`src/rtl/rv_mem_pkg.sv`:
```
// Shared encodings and helpers for the data-memory access sequencer.
// Request sizes, FSM state encoding, the misalignment rule and
// lane byte-enable decode live here so the top and the merge unit agree.
package rv_mem_pkg;

    localparam logic [1:0] SIZE_B = 2'b00;
    localparam logic [1:0] SIZE_H = 2'b01;
    localparam logic [1:0] SIZE_W = 2'b10;

    localparam logic [2:0] ST_IDLE  = 3'd0;
    localparam logic [2:0] ST_RD    = 3'd1;
    localparam logic [2:0] ST_WR    = 3'd2;
    localparam logic [2:0] ST_LDRSP = 3'd3;
    localparam logic [2:0] ST_ERR   = 3'd4;

    typedef enum logic [2:0] {
        IDLE  = ST_IDLE,
        RD    = ST_RD,
        WR    = ST_WR,
        LDRSP = ST_LDRSP,
        ERR   = ST_ERR
    } state_t;

    // Halfwords need an even address, words (and size 11) need a 4-byte boundary.
    function automatic logic misaligned(input logic [1:0] size, input logic [1:0] addr_lo);
        case (size)
            SIZE_B:  return 1'b0;
            SIZE_H:  return addr_lo[0];
            default: return addr_lo != 2'b00;
        endcase
    endfunction

    // Byte lanes touched by an aligned access of the given size.
    function automatic logic [3:0] lane_be(input logic [1:0] size, input logic [1:0] addr_lo);
        case (size)
            SIZE_B:  return 4'b0001 << addr_lo;
            SIZE_H:  return addr_lo[1] ? 4'b1100 : 4'b0011;
            default: return 4'b1111;
        endcase
    endfunction

endpackage

```
`src/rtl/store_lane_merge.sv`:
```
// Combinational lane merge for sub-word stores.
// Replicates the LSB-justified store data across lanes, derives the byte
// enables from size/offset, and splices the enabled lanes into the old word.
module store_lane_merge
    import rv_mem_pkg::*;
(
    input  logic [31:0] old_word,
    input  logic [31:0] new_data,
    input  logic [1:0]  addr_lo,
    input  logic [1:0]  size,
    output logic [31:0] merged,
    output logic [31:0] lane_data,
    output logic [3:0]  be
);

    // Replicate the lane, then take enabled bytes from it and the rest from the old word.
    always_comb begin
        be        = lane_be(size, addr_lo);
        lane_data = new_data;
        case (size)
            SIZE_B:  lane_data = {4{new_data[7:0]}};
            SIZE_H:  lane_data = {2{new_data[15:0]}};
            default: lane_data = new_data;
        endcase
        merged = old_word;
        for (int i = 0; i < 4; i++) begin
            if (be[i]) merged[8*i +: 8] = lane_data[8*i +: 8];
        end
    end

endmodule

```
`src/rtl/store_rmw_ctrl.sv`:
```
// Data-memory access sequencer between the MEM-stage request and a
// word-wide synchronous RAM. Word stores write directly, sub-word stores
// read-merge-write, loads return the raw word, misaligned requests get an
// error response without touching the RAM.
// Build option: STORE_RMW_BYTE_EN_EN -- the RAM honours byte enables, so
// sub-word stores become single direct writes with replicated lane data.
//
// Handshake: a request is taken on a rising edge where req_valid && req_ready;
// req_ready is high only in IDLE, so there is never a back-to-back accept and
// req_valid activity while busy is ignored. resp_valid is a one-cycle pulse.
module store_rmw_ctrl
    import rv_mem_pkg::*;
#(
    parameter int MEM_AW = 10
) (
    input  logic              clk,
    input  logic              rst_n,
    input  logic              req_valid,
    output logic              req_ready,
    input  logic              req_we,
    input  logic [31:0]       req_addr,
    input  logic [31:0]       req_wdata,
    input  logic [1:0]        req_size,
    output logic              resp_valid,
    output logic [31:0]       resp_rdata,
    output logic              resp_err,
    output logic              mem_en,
    output logic              mem_we,
    output logic [MEM_AW-1:0] mem_addr,
    output logic [31:0]       mem_wdata,
    output logic [3:0]        mem_be,
    input  logic [31:0]       mem_rdata,
    output logic              busy,
    output logic [2:0]        dbg_state
);

    state_t      state;
    logic        we_q;
    logic [1:0]  size_q;
    logic [1:0]  addr_lo_q;
    logic [31:0] wdata_q;

    logic [31:0] merged;
    logic [31:0] lane_data;
    logic [3:0]  merge_be;
    logic        direct_store;

    // Upper address bits wrap by design.
    logic unused_addr_hi;
    assign unused_addr_hi = ^req_addr[31:MEM_AW+2];

    assign dbg_state = state;

`ifdef STORE_RMW_BYTE_EN_EN
    assign direct_store = 1'b1;
    logic unused_merge;
    assign unused_merge = ^merged;
`else
    assign direct_store = req_size[1];
    logic unused_merge;
    assign unused_merge = ^{merge_be, lane_data};
`endif

    store_lane_merge u_merge (
        .old_word  (mem_rdata),
        .new_data  (wdata_q),
        .addr_lo   (addr_lo_q),
        .size      (size_q),
        .merged    (merged),
        .lane_data (lane_data),
        .be        (merge_be)
    );

    // Sequencer: one transition per cycle, control outputs registered alongside the state.
    always_ff @(posedge clk or negedge rst_n) begin
        if (!rst_n) begin
            state      <= IDLE;
            req_ready  <= 1'b1;
            busy       <= 1'b0;
            resp_valid <= 1'b0;
            resp_err   <= 1'b0;
            mem_en     <= 1'b0;
            mem_we     <= 1'b0;
            mem_addr   <= '0;
            we_q       <= 1'b0;
            size_q     <= SIZE_W;
            addr_lo_q  <= 2'b00;
            wdata_q    <= '0;
        end else begin
            resp_valid <= 1'b0;
            resp_err   <= 1'b0;
            mem_en     <= 1'b0;
            mem_we     <= 1'b0;
            case (state)
                IDLE: begin
                    if (req_valid) begin
                        we_q      <= req_we;
                        size_q    <= req_size;
                        addr_lo_q <= req_addr[1:0];
                        wdata_q   <= req_wdata;
                        req_ready <= 1'b0;
                        busy      <= 1'b1;
                        if (misaligned(req_size, req_addr[1:0])) begin
                            state      <= ERR;
                            resp_valid <= 1'b1;
                            resp_err   <= 1'b1;
                        end else if (req_we && direct_store) begin
                            state      <= WR;
                            mem_en     <= 1'b1;
                            mem_we     <= 1'b1;
                            mem_addr   <= req_addr[MEM_AW+1:2];
                            resp_valid <= 1'b1;
                        end else begin
                            state    <= RD;
                            mem_en   <= 1'b1;
                            mem_addr <= req_addr[MEM_AW+1:2];
                        end
                    end
                end
                RD: begin
                    if (we_q) begin
                        state      <= WR;
                        mem_en     <= 1'b1;
                        mem_we     <= 1'b1;
                        resp_valid <= 1'b1;
                    end else begin
                        state      <= LDRSP;
                        mem_addr   <= '0;
                        resp_valid <= 1'b1;
                    end
                end
                default: begin
                    state     <= IDLE;
                    req_ready <= 1'b1;
                    busy      <= 1'b0;
                    mem_addr  <= '0;
                end
            endcase
        end
    end

    // Data paths decoded from state: write data/enables in WR, load word in LDRSP, zero otherwise.
    always_comb begin
        mem_wdata  = '0;
        mem_be     = '0;
        resp_rdata = '0;
        if (state == WR) begin
`ifdef STORE_RMW_BYTE_EN_EN
            mem_wdata = lane_data;
            mem_be    = merge_be;
`else
            mem_wdata = merged;
            mem_be    = 4'b1111;
`endif
        end
        if (state == LDRSP) resp_rdata = mem_rdata;
    end

endmodule
```
`config.mk`:
```
export PLATFORM = sky130hd
export DESIGN_NAME = store_rmw_ctrl
export DESIGN_NICKNAME = d
export VERILOG_FILES = /design/src/rtl/rv_mem_pkg.sv /design/src/rtl/store_lane_merge.sv /design/src/rtl/store_rmw_ctrl.sv
export SDC_FILE = /design/constraint.sdc
export NUM_CORES = 1
export LEC_CHECK = 0
export BUFFER_PORTS_ARGS = -buffer_cell sky130_fd_sc_hd__buf_4
export CAP_MARGIN = 40
export CORE_MARGIN = 10
export CORE_UTILIZATION = 44
export CTS_CLUSTER_DIAMETER = 40
export DETAILED_ROUTE_END_ITERATION = 6
export PLACE_DENSITY = 0.89
export SETUP_SLACK_MARGIN = 0.4
export SLEW_MARGIN = 20
export SYNTH_ARGS = -nofsm -noshare
export SYNTH_HDL_FRONTEND = slang
export SYNTH_SLANG_ARGS = --single-unit
export TNS_END_PERCENT = 10
```
`constraint.sdc`:
```
create_clock -name clk -period 2 [get_ports clk]
set_clock_uncertainty 0.1 [all_clocks]
set_input_delay 0.4 -clock clk [delete_from_list [all_inputs] [get_ports clk]]
set_output_delay 0.4 -clock clk [all_outputs]
set_load 0.1 [all_outputs]
```
==> results.tsv <==
stage	metric	value	unit
cts	insertion_delay	0.32	ns
global_route	antenna_found_initial	0	
worst_setup_path	reg2reg_depth	6	
cts	cts_root_buffer	clkbuf_8	
synth	yosysMostFrequentCell	dfrtp_1	
floorplan	initial_core_util	45.7	%
worst_setup_path	crit_arrival	2.09	ns
pwr	leakagePower	2.77	nW
synth	ys_ff_latch	56	
route	avgViaCountPerCell	6.56	
cts	clkTransAtPathRegs	0.13	ns
global_route	grt_use_total	29.3	%
floorplan	die_y	104	um
cts	htree_levels	2	
global_route	grt_max_degree	57	
cts	cts_tree	built	
floorplan	dieArea	10900	um^2
worst_setup_path	required	1.50	ns
pwr	p_per_area	1750	nW/um^2
cts	cts.sinks	56	
finish	fillers	152	
synth	syn-num-nets	404	
placement	place_inst	575	
outcome	violations	negative setup slack	
floorplan	core_area	6870	um^2
synth	synth_area	3140	um^2
placement	place_ws	-0.121	ns
floorplan	chipWidth	104	um
synth	synth-edff-count	0	
placement	port_buffers	168	
synth	yosys-top-cells-count	dfrtp_1 (54), and2_1 (33), mux2_2 (33)	
finish	nets	604	
worst_setup_path	cp-start-kind	register	
floorplan	fp-row-count	30	
timing	timing.final.ws_setup	-0.594	ns
timing	min_period	2.59	ns
worst_setup_path	slowest_stage	dfstp_2	
finish	seq_area	1420	um^2
worst_setup_path	end_kind	primary output	
flow_run	maxCapViolCount	0	
route	dr.pass1.iters	6	
synth	synthTopCellsByArea	dfrtp_1 (43%), mux2_2 (12%), mux2i_1 (7.3%)	
placement	place_hpwl	9470	um
finish	syn_to_final_growth	108	%
timing	rsz0062_at_grt	true	
synth	synthMuxAreaShare	19.5	%
global_route	grt_overflow	0	
synth	synth_top_family_by_area	multiplexers	
synth	synth.avg_cell_area	10.4	um^2
route	antenna_left	0	
timing	worstMarginPinSlew	0.743	ns
timing	setup_viol	68	
synth	seq_area_frac_synth	44.7	%
worst_setup_path	crit_chain	buf_4 > a21o_2 > o221ai_2 > a21oi_4 > buf_6	
pwr	vdd_drop_max	1.26	mV
placement	gp_congestion	0.824	
global_route	grt_pass1_wl	24800	um
global_route	grt_pass1_vias	4030	
worst_hold_path	hold_path_class	in2async	
synth	syn_inst	302	
route	drc	0	
route	wl	20800	um
synth	synth_top_area_share	43.0	%
route	routed-via-count	3936	
worst_setup_path	r2r_start	dbg_state[2]	
route	drt_iter0_markers	465	
synth	synth_flop_cell	dfrtp_1	
worst_setup_path	crit_family	compound AO/OA/AOI/OAI gates	
synth	synth_adder_area_share	0	%
floorplan	io_pins	189	
worst_setup_path	worstPathBufferInverterCount	2	
synth	yosysUniqueCellTypes	38	
worst_setup_path	path_depth	5	
synth	synth_compound_area_share	15.0	%
finish	multi_input_area	2200	um^2
outcome	status	finished with violations	
timing	hold_violations	0	
cts	numCtsBuffers	5	
cts	cts_buffer_depth	2	
route	wl_per_cell	34.7	um
synth	synthSimpleGateAreaFrac	16.4	%
timing	drv_slew	0	
synth	synth-xor-area-share	0	%
worst_setup_path	crit_path_max_incr_delay	0.60	ns
worst_setup_path	rrSetupSlack	0.02	ns
timing	relSlewSlack	50.5	%
worst_setup_path	reg2reg_to	mem_addr[3]	
finish	instances_no_fill	600	
timing	period_share	130	%
synth	ys_async_sr_fraction	100	%
synth	synth_top_area_cell	dfrtp_1	
timing	clock.fmax	0.386	GHz
cts	ctsHoldBuffers	0	
worst_setup_path	critical_path_class	reg2out	
synth	ys_warn_count	0	
finish	drive_gt1_share	70.8	%
worst_setup_path	crit_fanout	8	
==> where the power goes <==
part           total [W]  leakage [nW]  switching [W]  internal [W]
registers        0.00235         0.675       0.000706       0.00165
clock network   0.000716        0.0445       0.000432      0.000284
logic            0.00837          2.05        0.00529       0.00308
==> placed cells by master, fill, tap and decap left out, types with 10 or more instances in the layout <==
cell type  instances
a22o_1            10
and2_4            24
buf_12            76
buf_4            117
buf_6             17
dfrtp_1           51
mux2_2            32
mux2i_1           16
nand2_1           11
nor2_1            17
nor2_2            14
==> routing by layer <==
layer  routed length [um]  part of all wire (%)  vias to the layer above  track usage, %
met3                 2290                    11                      136            6.32
met1                 6480                    31                     1906            29.7
met5                    0                     0                        -               0
met2                10100                    49                      423            52.0
met4                 1920                   9.2                        0            20.6
li1                     -                     -                     1471               -
==> how the worst max path moves through the flow <==
stage / startpoint / endpoint / slack [ns]
floorplan: dbg_state[2] / mem_wdata[12] / -0.97
detailed placement: dbg_state[2] / mem_wdata[12] / -0.12
finish: size_q[1] / mem_wdata[29] / -0.59
global route: size_q[1] / mem_wdata[29] / -0.60
CTS: size_q[0] / mem_wdata[13] / -0.43
global placement: size_q[0] / mem_wdata[13] / -0.09
==> layout make-up <==
class,instances,area share (%)
clock buffers,7,1.32
inverters,5,0.478
multi-input cells,220,33.6
clock inverters,1,0.115
repair buffers,214,41.0
diodes,1,0.0382
well taps,96,1.83
flip-flops and latches,56,21.6
==> logic make-up (layout without fill, tap and decap cells) <==
group / count (synthesis) / after routing
other cells: 0 / 1
flops: 56 / 56
simple gates: 97 / 97
buf+inv: 26 / 227
mux: 57 / 57
compound gates: 66 / 66
==> through the flow <==
step / TNS [ns] / hold slack [ns] / util, % / power, W / instance area [um^2]
6_report: -26.27 / 0.0201 / 95.3 / 0.0114 / 6550
2_1_floorplan: -45.77 / 0.00441 / - / 0.00668 / 3540
4_1_cts: -19.29 / 0.0536 / 90.8 / 0.0101 / 6240
5_1_grt: -27.96 / 0.0409 / 95.3 / 0.0116 / 6550
3_5_place_dp: -2.15 / 0.389 / 74.3 / 0.00841 / 5100
3_3_place_gp: -1.04 / 0.378 / 74.3 / 0.00824 / 5100
==> worst reg2reg max path: stages, from the launching register on <==
cell,delay (ns)
dfrtp_4,0.50
buf_6,0.14
or2_1,0.30
buf_4,0.19
nor4_4,0.31
buf_6,0.19
a22o_1,0.17
==> flip-flops by register name, indices dropped and copies added (netlist names) <==
name and cells:
addr_lo_q 2, mem_en 1, req_ready 1, wdata_q 32, dbg_state 3, resp_valid 1, resp_err 1, mem_we 1
mem_addr 10, we_q 1, busy 1, size_q 2
==> repair_timing <==
action / CTS / global route
pin swaps: 13 / 28
cloned: 2 / 1
setup endpoints to repair: 120 / 119
endpoints found under the hold margin: 0 / 0
setup buffers: 5 / 8
resized for setup: 231 / 61
Power figures use the tool's default switching activity.
